--- src/rtl/hdr_pkg.sv ---
// Shared definitions for the HDR merge blocks: datapath widths, the hat
// weighting function, the merge FSM state type and default log exposure times.
package hdr_pkg;

    localparam int PIX_W  = 5;   // raw sample width
    localparam int G_W    = 8;   // camera response g(z) width
    localparam int DIFF_W = 10;  // g(z) - ln_dt, signed
    localparam int NUM_W  = 16;  // weighted numerator accumulator, signed
    localparam int DEN_W  = 6;   // weight-sum accumulator, unsigned (max 45)
    localparam int OUT_W  = 10;  // merged radiance, signed
    localparam int TERM_W = 14;  // w * diff, signed

    localparam logic signed [G_W-1:0] LN_DT0_DEF = -8'sd2;
    localparam logic signed [G_W-1:0] LN_DT1_DEF = 8'sd0;
    localparam logic signed [G_W-1:0] LN_DT2_DEF = 8'sd2;

    typedef enum logic [1:0] {
        ACC   = 2'd0,
        DRAIN = 2'd1,
        DIV   = 2'd2,
        DONE  = 2'd3
    } hdr_state_e;

    // Hat weight: rises 0..15 over the dark half, falls 15..0 over the bright half.
    function automatic logic [3:0] hat_w(input logic [PIX_W-1:0] z);
        logic [PIX_W-1:0] mirror;
        mirror = 5'd31 - z;
        return (z <= 5'd15) ? z[3:0] : mirror[3:0];
    endfunction

endpackage

--- src/rtl/hdr_seq_div.sv ---
// Sequential restoring divider, unsigned NUM_W / DEN_W, one quotient bit per
// enabled cycle. start_i loads the operands; done_o pulses for one enabled
// cycle once all NUM_W bits are resolved, with the low OUT_W quotient bits on
// quotient_o. Shareable by the red/green/blue merge blocks.
//   clk_i, rst_i  clock, asynchronous active-high reset
//   en_i          clock enable; low freezes the divider
//   start_i       load dividend_i/divisor_i and begin
//   done_o        quotient_o valid this cycle
module hdr_seq_div
    import hdr_pkg::*;
(
    input  logic             clk_i,
    input  logic             rst_i,
    input  logic             en_i,
    input  logic             start_i,
    input  logic [NUM_W-1:0] dividend_i,
    input  logic [DEN_W-1:0] divisor_i,
    output logic             done_o,
    output logic [OUT_W-1:0] quotient_o
);

    logic [NUM_W-1:0] quo_q;   // dividend shifts out the top, quotient shifts in the bottom
    logic [DEN_W-1:0] rem_q;
    logic [DEN_W-1:0] dvs_q;
    logic [4:0]       cnt_q;
    logic             busy_q;

    logic [DEN_W:0]   rem_sh;
    logic [DEN_W:0]   rem_diff;
    logic             fits;

    // The remainder stays below the divisor, so the shifted remainder is below
    // twice the divisor and the trial difference's top bit is a clean borrow.
    assign rem_sh   = {rem_q, quo_q[NUM_W-1]};
    assign rem_diff = rem_sh - {1'b0, dvs_q};
    assign fits     = ~rem_diff[DEN_W];

    assign done_o     = busy_q && (cnt_q == 5'd0);
    assign quotient_o = quo_q[OUT_W-1:0];

    always_ff @(posedge clk_i or posedge rst_i) begin
        if (rst_i) begin
            quo_q  <= '0;
            rem_q  <= '0;
            dvs_q  <= '0;
            cnt_q  <= '0;
            busy_q <= 1'b0;
        end else if (en_i) begin
            if (start_i) begin
                quo_q  <= dividend_i;
                rem_q  <= '0;
                dvs_q  <= divisor_i;
                cnt_q  <= 5'(NUM_W);
                busy_q <= 1'b1;
            end else if (busy_q) begin
                if (cnt_q != 5'd0) begin
                    quo_q <= {quo_q[NUM_W-2:0], fits};
                    rem_q <= fits ? rem_diff[DEN_W-1:0] : rem_sh[DEN_W-1:0];
                    cnt_q <= cnt_q - 5'd1;
                end else begin
                    busy_q <= 1'b0;
                end
            end
        end
    end

endmodule

--- src/rtl/hdr_blue_merge.sv ---
// Blue-channel HDR merge. Accepts three exposures of one pixel, looks each up
// in the camera-response LUT, and emits the Debevec weighted log radiance
//   sum w(z)(g(z) - ln_dt) / sum w(z)
// or, when every weight is zero, the exposure-1 difference as a fallback.
//   clk, rst             clock, asynchronous active-high reset
//   clk_en               global enable, low freezes everything
//   in_valid/in_ready    pixel input handshake, in_pixel exposures in order 0,1,2
//   lut_en/lut_pixel     LUT enable and address (address passes straight through)
//   lut_data             g(z), valid one enabled cycle after the address
//   out_valid/out_ready  result handshake; out_data signed, out_zero_w fallback flag
//
// state | meaning
// ACC   | accepting exposures, adding each term one cycle after its accept
// DRAIN | add the last term, capture sign and magnitude, launch the divide
// DIV   | wait for the divider (or bail out at once on zero weight)
// DONE  | hold the result until downstream takes it
module hdr_blue_merge
    import hdr_pkg::*;
#(
    parameter logic signed [G_W-1:0] LN_DT0 = LN_DT0_DEF,
    parameter logic signed [G_W-1:0] LN_DT1 = LN_DT1_DEF,
    parameter logic signed [G_W-1:0] LN_DT2 = LN_DT2_DEF
) (
    input  logic             clk,
    input  logic             rst,
    input  logic             clk_en,
    input  logic             in_valid,
    output logic             in_ready,
    input  logic [PIX_W-1:0] in_pixel,
    output logic             lut_en,
    output logic [PIX_W-1:0] lut_pixel,
    input  logic [G_W-1:0]   lut_data,
    output logic             out_valid,
    input  logic             out_ready,
    output logic [OUT_W-1:0] out_data,
    output logic             out_zero_w
);

    hdr_state_e state_q, state_d;
    logic                     run_q;
    logic [1:0]               cnt_q, cnt_d;
    logic                     pend_q, pend_d;
    logic [1:0]               idx_q, idx_d;
    logic [PIX_W-1:0]         pix_q, pix_d;
    logic signed [NUM_W-1:0]  num_q, num_d;
    logic [DEN_W-1:0]         den_q, den_d;
    logic signed [DIFF_W-1:0] diff1_q, diff1_d;
    logic                     neg_q, neg_d;
    logic                     zero_q, zero_d;
    logic [OUT_W-1:0]         out_data_q, out_data_d;
    logic                     out_zero_q, out_zero_d;

    logic                     accept;
    logic signed [G_W-1:0]    ln_sel;
    logic [3:0]               w;
    logic signed [DIFF_W-1:0] diff;
    logic signed [TERM_W-1:0] term;
    logic signed [NUM_W-1:0]  num_add;
    logic [DEN_W-1:0]         den_add;
    logic [NUM_W-1:0]         mag;
    logic                     div_start;
    logic                     div_done;
    logic [OUT_W-1:0]         div_quo;

    assign in_ready   = run_q && (state_q == ACC);
    assign accept     = clk_en && in_valid && in_ready;
    assign lut_en     = clk_en && !rst;
    assign lut_pixel  = rst ? '0 : in_pixel;
    assign out_valid  = (state_q == DONE);
    assign out_data   = out_data_q;
    assign out_zero_w = out_zero_q;

    // Term for the exposure accepted on the previous enabled edge; the LUT
    // output and the delayed pixel line up during this cycle.
    always_comb begin
        case (idx_q)
            2'd0:    ln_sel = LN_DT0;
            2'd1:    ln_sel = LN_DT1;
            default: ln_sel = LN_DT2;
        endcase
    end

    assign w       = hat_w(pix_q);
    assign diff    = $signed({2'b00, lut_data}) - $signed({{2{ln_sel[G_W-1]}}, ln_sel});
    assign term    = $signed({10'b0, w}) * $signed({{4{diff[DIFF_W-1]}}, diff});
    assign num_add = pend_q ? num_q + $signed({{2{term[TERM_W-1]}}, term}) : num_q;
    assign den_add = pend_q ? den_q + {2'b00, w} : den_q;
    assign mag     = num_add[NUM_W-1] ? NUM_W'(-num_add) : num_add;

    always_comb begin
        state_d    = state_q;
        cnt_d      = cnt_q;
        pend_d     = accept;
        idx_d      = idx_q;
        pix_d      = pix_q;
        num_d      = num_add;
        den_d      = den_add;
        diff1_d    = diff1_q;
        neg_d      = neg_q;
        zero_d     = zero_q;
        out_data_d = out_data_q;
        out_zero_d = out_zero_q;
        div_start  = 1'b0;

        if (accept) begin
            pix_d = in_pixel;
            idx_d = cnt_q;
        end
        if (pend_q && (idx_q == 2'd1)) begin
            diff1_d = diff;
        end

        case (state_q)
            ACC: begin
                if (accept) begin
                    if (cnt_q == 2'd2) begin
                        state_d = DRAIN;
                    end else begin
                        cnt_d = cnt_q + 2'd1;
                    end
                end
            end
            DRAIN: begin
                neg_d     = num_add[NUM_W-1];
                zero_d    = (den_add == '0);
                div_start = (den_add != '0);
                state_d   = DIV;
            end
            DIV: begin
                if (zero_q) begin
                    out_data_d = diff1_q;
                    out_zero_d = 1'b1;
                    state_d    = DONE;
                end else if (div_done) begin
                    out_data_d = neg_q ? OUT_W'(-div_quo) : div_quo;
                    out_zero_d = 1'b0;
                    state_d    = DONE;
                end
            end
            DONE: begin
                if (out_ready) begin
                    num_d   = '0;
                    den_d   = '0;
                    cnt_d   = '0;
                    state_d = ACC;
                end
            end
            default: state_d = ACC;
        endcase
    end

    always_ff @(posedge clk or posedge rst) begin
        if (rst) begin
            state_q    <= ACC;
            run_q      <= 1'b0;
            cnt_q      <= '0;
            pend_q     <= 1'b0;
            idx_q      <= '0;
            pix_q      <= '0;
            num_q      <= '0;
            den_q      <= '0;
            diff1_q    <= '0;
            neg_q      <= 1'b0;
            zero_q     <= 1'b0;
            out_data_q <= '0;
            out_zero_q <= 1'b0;
        end else if (clk_en) begin
            state_q    <= state_d;
            run_q      <= 1'b1;
            cnt_q      <= cnt_d;
            pend_q     <= pend_d;
            idx_q      <= idx_d;
            pix_q      <= pix_d;
            num_q      <= num_d;
            den_q      <= den_d;
            diff1_q    <= diff1_d;
            neg_q      <= neg_d;
            zero_q     <= zero_d;
            out_data_q <= out_data_d;
            out_zero_q <= out_zero_d;
        end
    end

    hdr_seq_div u_div (
        .clk_i      (clk),
        .rst_i      (rst),
        .en_i       (clk_en),
        .start_i    (div_start),
        .dividend_i (mag),
        .divisor_i  (den_add),
        .done_o     (div_done),
        .quotient_o (div_quo)
    );

endmodule

--- config.mk ---
export PLATFORM = sky130hd
export DESIGN_NAME = hdr_blue_merge
export DESIGN_NICKNAME = d
export VERILOG_FILES = /design/src/rtl/hdr_pkg.sv /design/src/rtl/hdr_seq_div.sv /design/src/rtl/hdr_blue_merge.sv
export SDC_FILE = /design/constraint.sdc
export NUM_CORES = 1
export LEC_CHECK = 0
export ABC_CLOCK_PERIOD_IN_PS = 16700
export BUFFER_PORTS_ARGS = -buffer_cell sky130_fd_sc_hd__buf_2
export CAP_MARGIN = 15
export CORE_AREA = 3 3 128 130
export DETAILED_ROUTE_END_ITERATION = 10
export DIE_AREA = 0 0 131 133
export MAX_ROUTING_LAYER = met4
export PLACE_DENSITY = 0.66
export SLEW_MARGIN = 20
export SYNTH_ARGS = -nofsm -noshare
export SYNTH_HDL_FRONTEND = slang
export SYNTH_SLANG_ARGS = --single-unit
--- constraint.sdc ---
create_clock -name clk -period 16.7 [get_ports clk]
set_input_delay 3.34 -clock clk [delete_from_list [all_inputs] [get_ports clk]]
set_output_delay 3.34 -clock clk [all_outputs]
set_load 0.1 [all_outputs]
== After elaboration in Yosys (flattened, before gate mapping) ==
Cells that the tools add are included.
Operators by class
  add/sub/neg operators: 9
  multipliers: 1
  magnitude comparators: 1
  eq/ne operators: 10
  mux-type cells: 38
  bitwise gates (word level): 1
  reductions and logical operators: 25
Operators by type and width (count)
  $mux 16: 7
  $mux 6: 7
  $mux 10: 3
  $mux 5: 4
  $add 16x14->16: 1
  $neg 16->16: 1
  $pmux 8 s2: 1
  $mul 5x10->14: 1
  $mux 2: 7
  $neg 10->10: 1
  $reduce_and 5->1: 2
  $sub 9x8->10: 1
  $pmux 2 s4: 1
  $reduce_and 2->1: 4
  $reduce_bool 2->1: 4
  $sub 7x6->7: 1
  $add 6x4->6: 1
  $eq 2x2->1 const B: 3
  $logic_and 1x1->1: 6
  $logic_not 6->1: 1
  $mux 1: 6
  $reduce_and 3->1: 2
  $reduce_bool 6->1: 1
  $le 5x4->1 const B: 1
  other kinds (14): 18
Word-level totals
  bits in registers: 92
  output and inout bits: 19
  logic and storage cells: 103

== Logic depth before layout (Yosys ltp) ==
Gate-level depths: netlist of run 1.
  depth after elaboration: 9
  depth in mapped cells: 34
  mapped depth without buffers: 33

== By module ==
From an unflattened synthesis of run 1, not the netlist that was laid out.
Unflattened totals
  cells, all modules: 953
  area total of the unflattened synthesis: 8305.5 um^2
Modules (own cells, without submodules)
  hdr_blue_merge: times used 1, cells each 762, area an instance 6361.1 um^2
  hdr_seq_div: times used 1, cells each 191, area an instance 1944.4 um^2

== Worst setup path after synthesis of run 1 ==
OpenSTA, ideal clock, no wires.
  path type: input -> register
  from: in lut_data[2]
  to: reg u_div.quo_q[15]
  library setup time: 0.082 ns
  arrival: 9.567 ns
  data required time: 16.618 ns
  setup slack: 7.051 ns
  stages: 27
  path buffers: 0
  path through: ha_1 > a21o_1 > a21o_1 > a21o_1 > a21o_1 > xnor2_1 > nor2_1 > ha_1 > fa_1 > inv_1 > fa_1 > inv_1 > ha_1 > a211o_1 > o21ai_0 > xnor2_1 > ha_1 > a21oi_1 > o21ai_1 > a211oi_2 > o31ai_1 > xnor2_1 > xnor2_1 > or3_4 > and2_4 > or4b_1 > a31oi_1
On the way
  cells in the longest elaborated chain, start to end: 7
Ends and longest elaborated chain
  start, declared: line hdr_blue_merge.sv:32  | input logic [G_W-1:0] lut_data,
  $sub 9x8->10 (*): line hdr_blue_merge.sv:84  | assign diff = $signed({2'b00, lut_data}) - $signed({{2{ln_sel[G_W-1]}}, ln_sel});
  $mul 5x10->14 (*): line hdr_blue_merge.sv:85  | assign term = $signed({10'b0, w}) * $signed({{4{diff[DIFF_W-1]}}, diff});
  $add 16x14->16 (*): line hdr_blue_merge.sv:86  | assign num_add = pend_q ? num_q + $signed({{2{term[TERM_W-1]}}, term}) : num_q;
  $mux 16 (*): line hdr_blue_merge.sv:86
  $neg 16->16: line hdr_blue_merge.sv:88  | assign mag = num_add[NUM_W-1] ? NUM_W'(-num_add) : num_add;
  $mux 16 (*): line hdr_blue_merge.sv:88
  $mux 16 (*): line hdr_seq_div.sv:49  | if (start_i) begin
  end signal, assigned: line hdr_seq_div.sv:50  | quo_q <= dividend_i;
  end signal, assigned: line hdr_seq_div.sv:57  | quo_q <= {quo_q[NUM_W-2:0], fits};
  end, declared: line hdr_seq_div.sv:22  | logic [NUM_W-1:0] quo_q;
Mark *: on every way between the ends. The rest lies on a longest branch, timed or not.
A chain may end at the register's enable or synchronous reset.

== Worst setup path after layout of run 1 ==
  from: in lut_data[2]
  to: reg u_div.quo_q[5]
Same word-level chain as after synthesis.

==> impl_metrics.ini, run 1 <==
[global_routing]
grtUsageTotal = 0.216
grt.busiest_layer = met1
overflow = 0
grt_start_max_net_pins = 49
gr-usage-met3 = 0.0266
antenna_found_initial = 0
grt_pass1_wl_um = 29400
grt_pass1_vias = 5808
grtUsageMet1 = 0.322
gr-usage-met2 = 0.303

[clocking]
clk_latency_ps = 350
cts.sinks = 92
ctsResizeCount = 0
cts_tree = built
clkTransAtPathRegs_ps = 70
cts_buffers = 9
htree_levels = 3
root_buffer = clkbuf_16
hold_buffers = 0
clk_path_buf_depth = 2
cts_setup_buffers = 0

[detailed_routing]
drtPass1Iterations = 5
routed_wl_um = 17600
initialDrtViolationCount = 412
drc = 0
detail-route-antenna-nets = 0
vias = 6290
post_drt_via_cell_ratio = 5.56
route.detailed.wl_per_inst_um = 15.5

[final_layout]
final_util = 0.545
drive_gt1_frac = 0.0934
mostFrequentLayoutCells = 92 x dfrtp_1, 91 x inv_1, 85 x nand2_1
syn2layout_area_growth_pct = 8.81
final_nets = 1026
diodes = 0
final_common_cell = dfrtp_1
fill_cells = 1448

[flow_run]
drv_cap = 0

[worst_setup_path]
worstReg2RegStart = idx_q[0]
reg2reg_to = u_div.quo_q[5]
endpoint = u_div.quo_q[5]
worstSetupPathType = input pin to flop
critPathMaxFanout = 14
startpoint = lut_data[2]
cp-start-kind = input pin
arrival_ps = 10300
r2r_setup_slack_ps = 8650
end_kind = flop
r2r_cells = 29
crit_required_ps = 16900

[synthesis]
synth_edf_count = 0
synth_area_leaders = dfrtp_1 30%, ha_1 11%, fa_1 6.3%
avgSynthCellArea_um2 = 8.52
synth_cell_types = 62
ys_async_sr_fraction = 1.00
netlist_area_um2 = 7640
synth_top_area_share = 0.301
syn_inst = 897
synth_fp_nets = 1007
ys_ff_latch = 92
ys.flop_type = dfrtp_1
synth_warnings = 0
synth_top_cell_by_area = dfrtp_1
seq_area_frac_synth = 0.301

[timing]
slew_headroom = 0.399
tightestPinTransition_ps = 900
max_freq_mhz = 98.9
maxSlewViolCount = 0
setup_viol_count_final = 0
finalSetupTns_ps = 0
rsz0062_at_grt = no
min_period_ps = 10110
fin_crit_sh = 0.605
final_hold_viol_count = 0
fin_skew_ps = 6.16

[placement]
gp_congestion = 0.886
hpwlAfterDp_um = 13300
port_buffers = 36

[die]
coreArea_um2 = 15300
die-width_um = 131
die_h_um = 133
dieArea_um2 = 17400
initial_core_util = 0.501
num_rows = 45
num_io_pins = 37

[min_path]
hold_class = flop to flop

[status]
status = finished, final reports clean
## per-stage QoR
stage / worst slack (ps) / cell area (um^2) / hold slack [ps] / instances
3_3_place_gp: 6380 / 8010 / 442 / 1116
2_1_floorplan: 7050 / 7640 / 427 / 897
3_5_place_dp: 6290 / 8010 / 444 / 1116
6_report: 6590 / 8310 / 454 / 1132
4_1_cts: 6660 / 8310 / 459 / 1132
5_1_grt: 6070 / 8310 / 505 / 1132
## Yosys cell counts, drive strengths merged, types with 8 or more instances
| cell | number |
|---|---|
| a21o | 17 |
| a21oi | 54 |
| and2 | 13 |
| and3 | 11 |
| clkbuf | 32 |
| dfrtp | 92 |
| fa | 24 |
| ha | 68 |
| inv | 92 |
| mux2 | 10 |
| mux2i | 20 |
| nand2 | 85 |
| nand2b | 14 |
| nand3 | 29 |
| nand4 | 9 |
| nor2 | 55 |
| nor2b | 16 |
| nor3 | 23 |
| o21ai | 69 |
| o22ai | 22 |
| or3 | 8 |
| xnor2 | 34 |
| xor2 | 16 |
## logic make-up after synthesis
| family | count (synthesis) | share of synthesized area |
|---|---|---|
| flops | 92 | 0.301 |
| xor+xnor | 50 | 0.0583 |
| mux | 30 | 0.0409 |
| simple gates | 285 | 0.183 |
| fa+ha+maj | 92 | 0.174 |
| buf+inv | 127 | 0.0629 |
| compound gates | 221 | 0.179 |
## metal layers
metal / vias to the layer above / wire length (um)
met3: 29 / 741
met2: 137 / 7760
met1: 2956 / 8680
met5: - / 0
li1: 3168 / -
met4: 0 / 420
## worst min path at each step
stage / start / to / slack, ps / depth (start not counted)
global route: run_q / run_q / 500 / 1
CTS: run_q / run_q / 460 / 1
global placement: run_q / run_q / 440 / 1
detailed placement: run_q / run_q / 440 / 1
finish: run_q / run_q / 450 / 1
floorplan: run_q / run_q / 430 / 1
## flip-flops by register name, indices dropped and copies added (netlist names), 2 cells and up
signal and count:
u_div.rem_q 6, cnt_q 2, u_div.cnt_q 5, u_div.dvs_q 6, den_q 6, u_div.quo_q 16
idx_q 2, pix_q 5, out_data 10, diff1_q 10, num_q 16, state_q 2
## critical path: stages
cell and delay, ps:
buf_2 120, ha_1 280, a21o_1 170, a21o_1 190
a21o_1 170, a21o_1 190, xnor2_1 360, nor2_1 80
ha_1 350, fa_1 540, inv_1 50, fa_1 530
inv_1 40, ha_1 350, a211o_1 320, o21ai_0 210
xnor2_1 110, ha_1 390, a21oi_1 150, o21ai_1 340
a211oi_2 80, o31ai_1 310, xnor2_1 120, xnor2_1 160
o21ai_1 710, a32oi_1 160, mux2i_1 280, o311ai_0 200
## layout make-up
| type | count | area (um^2) | share of cell area |
|---|---|---|---|
| Clock buffer | 11 | 243 | 0.0292 |
| Clock inverter | 5 | 60.1 | 0.00722 |
| Sequential cell | 92 | 2300 | 0.277 |
| Multi-Input combinational cell | 678 | 4860 | 0.585 |
| Inverter | 92 | 348 | 0.0418 |
| Tap cell | 211 | 264 | 0.0318 |
| Timing Repair Buffer | 43 | 233 | 0.0280 |
Power of run 1 is left out: the tool's default activity adds up to more than one toggle a clock period on the data nets, which glitch-free logic cannot reach.
==> inputs of run 2 (changes only) <==
ABC_CLOCK_PERIOD_IN_PS = 8800   (was 16700)
PLACE_DENSITY = 0.69   (was 0.66)
clock period = 8.8 ns   (was 16.7 ns; I/O delays follow)
==> impl_metrics.ini, run 2 (synthesis results as in run 1) <==
[global_routing]
antenna_found_initial = 0
overflow = 0
grt_pass1_vias = 5840
grt_pass1_wl_um = 29400
grt_start_max_net_pins = 49
grtUsageTotal = 0.215

[die]
die_h_um = 133
initial_core_util = 0.501
coreArea_um2 = 15300
die-width_um = 131
dieArea_um2 = 17400
num_io_pins = 37
num_rows = 45

[detailed_routing]
vias = 6287
route.detailed.wl_per_inst_um = 15.3
initialDrtViolationCount = 425
drc = 0
routed_wl_um = 17500
post_drt_via_cell_ratio = 5.50
drtPass1Iterations = 5
detail-route-antenna-nets = 0

[worst_setup_path]
cp-start-kind = input pin
max_stage_delay_ps = 550
end_kind = flop
startpoint = lut_data[1]
arrival_ps = 8600
crit_slowest_cell = fa_1
crit_required_ps = 9080
critPathMaxFanout = 14
worstReg2RegStart = idx_q[0]
worstSetupPathType = input pin to flop

[timing]
max_freq_mhz = 120
setup_viol_count_final = 0
min_period_ps = 8320
rsz0062_at_grt = no
final_hold_viol_count = 0
finalSetupTns_ps = 0
tightestPinTransition_ps = 924
slew_headroom = 0.382
fin_crit_sh = 0.946
fin_skew_ps = 4.93
maxSlewViolCount = 0

[final_layout]
final_util = 0.555
final_common_cell = dfrtp_1
diodes = 0
fill_cells = 1424
final_cells = 1143
final_nets = 1037
drive_gt1_frac = 0.105
largestRegisters = num_q: 16 flops, u_div.quo_q: 16 flops
multi_input_area_um2 = 4860
register_area_um2 = 2300
syn2layout_area_growth_pct = 10.8
mostFrequentLayoutCells = 92 x dfrtp_1, 91 x inv_1, 85 x nand2_1

[clocking]
cts.sinks = 92
cts_tree = built
root_buffer = clkbuf_16
clkTransAtPathRegs_ps = 70
hold_buffers = 0
cts_setup_buffers = 0
clk_path_buf_depth = 2
ctsResizeCount = 0
htree_levels = 3
cts_buffers = 9
clk_latency_ps = 360

[min_path]
hold_class = flop to flop
min_from = run_q

[flow_run]
drv_cap = 0

[placement]
dp.cells = 1127
port_buffers = 36
hpwlAfterDp_um = 13300
gp_congestion = 0.892

[status]
status = finished, final reports clean
-- run 2: cell count changes in the layout (fill, tap and decap cells not counted), sizes merged --
| cell | delta |
|---|---|
| buf | +11 |
| bufinv | +3 |
| clkbuf | -2 |
| clkinv | -1 |
-- run 2: worst max-delay path: cells and delay by family --
family,cells,cell delay [ps]
fa+ha+maj,7,2710
buf+inv,5,270
compound gates,9,1800
simple gates,7,1670
xor+xnor,3,370
-- run 2: per-stage QoR --
step | instance area [um^2] | setup slack, ps | hold WS, ps
floorplan | 7640 | 731 | 427
global placement | 8090 | 268 | 442
detailed placement | 8090 | 164 | 448
CTS | 8470 | 527 | 465
global route | 8470 | 75.8 | 473
finish | 8470 | 476 | 463
-- run 2: final cells by class --
type                    instances  share of cell area
well taps                     211              0.0312
multi-input cells             678               0.574
clock inverters                 7              0.0174
repair buffers                 54              0.0372
clock buffers                   9              0.0266
flip-flops and latches         92               0.272
inverters                      92              0.0411
-- run 2: worst paths after layout --
| kind | endpoint | slack (ps) | cells after the start |
|---|---|---|---|
| max | u_div.quo_q[15] | 480 | 31 |
| min | run_q | 460 | 1 |
| max reg2reg | u_div.quo_q[15] | 1080 | 29 |
| min reg2reg | run_q | 460 | 1 |
| max in group asynchronous | den_q[0] | 6230 | 3 |
| min in group asynchronous | pix_q[1] | 1510 | 2 |
-- run 2: routing by layer --
metal	vias up	GRT usage	share of wire
li1	3183	-	-
met1	2963	0.311	0.49
met2	124	0.313	0.45
met3	17	0.0400	0.039
met4	0	0.0514	0.016
met5	-	-	0
Power of run 2 is left out for the same reason.
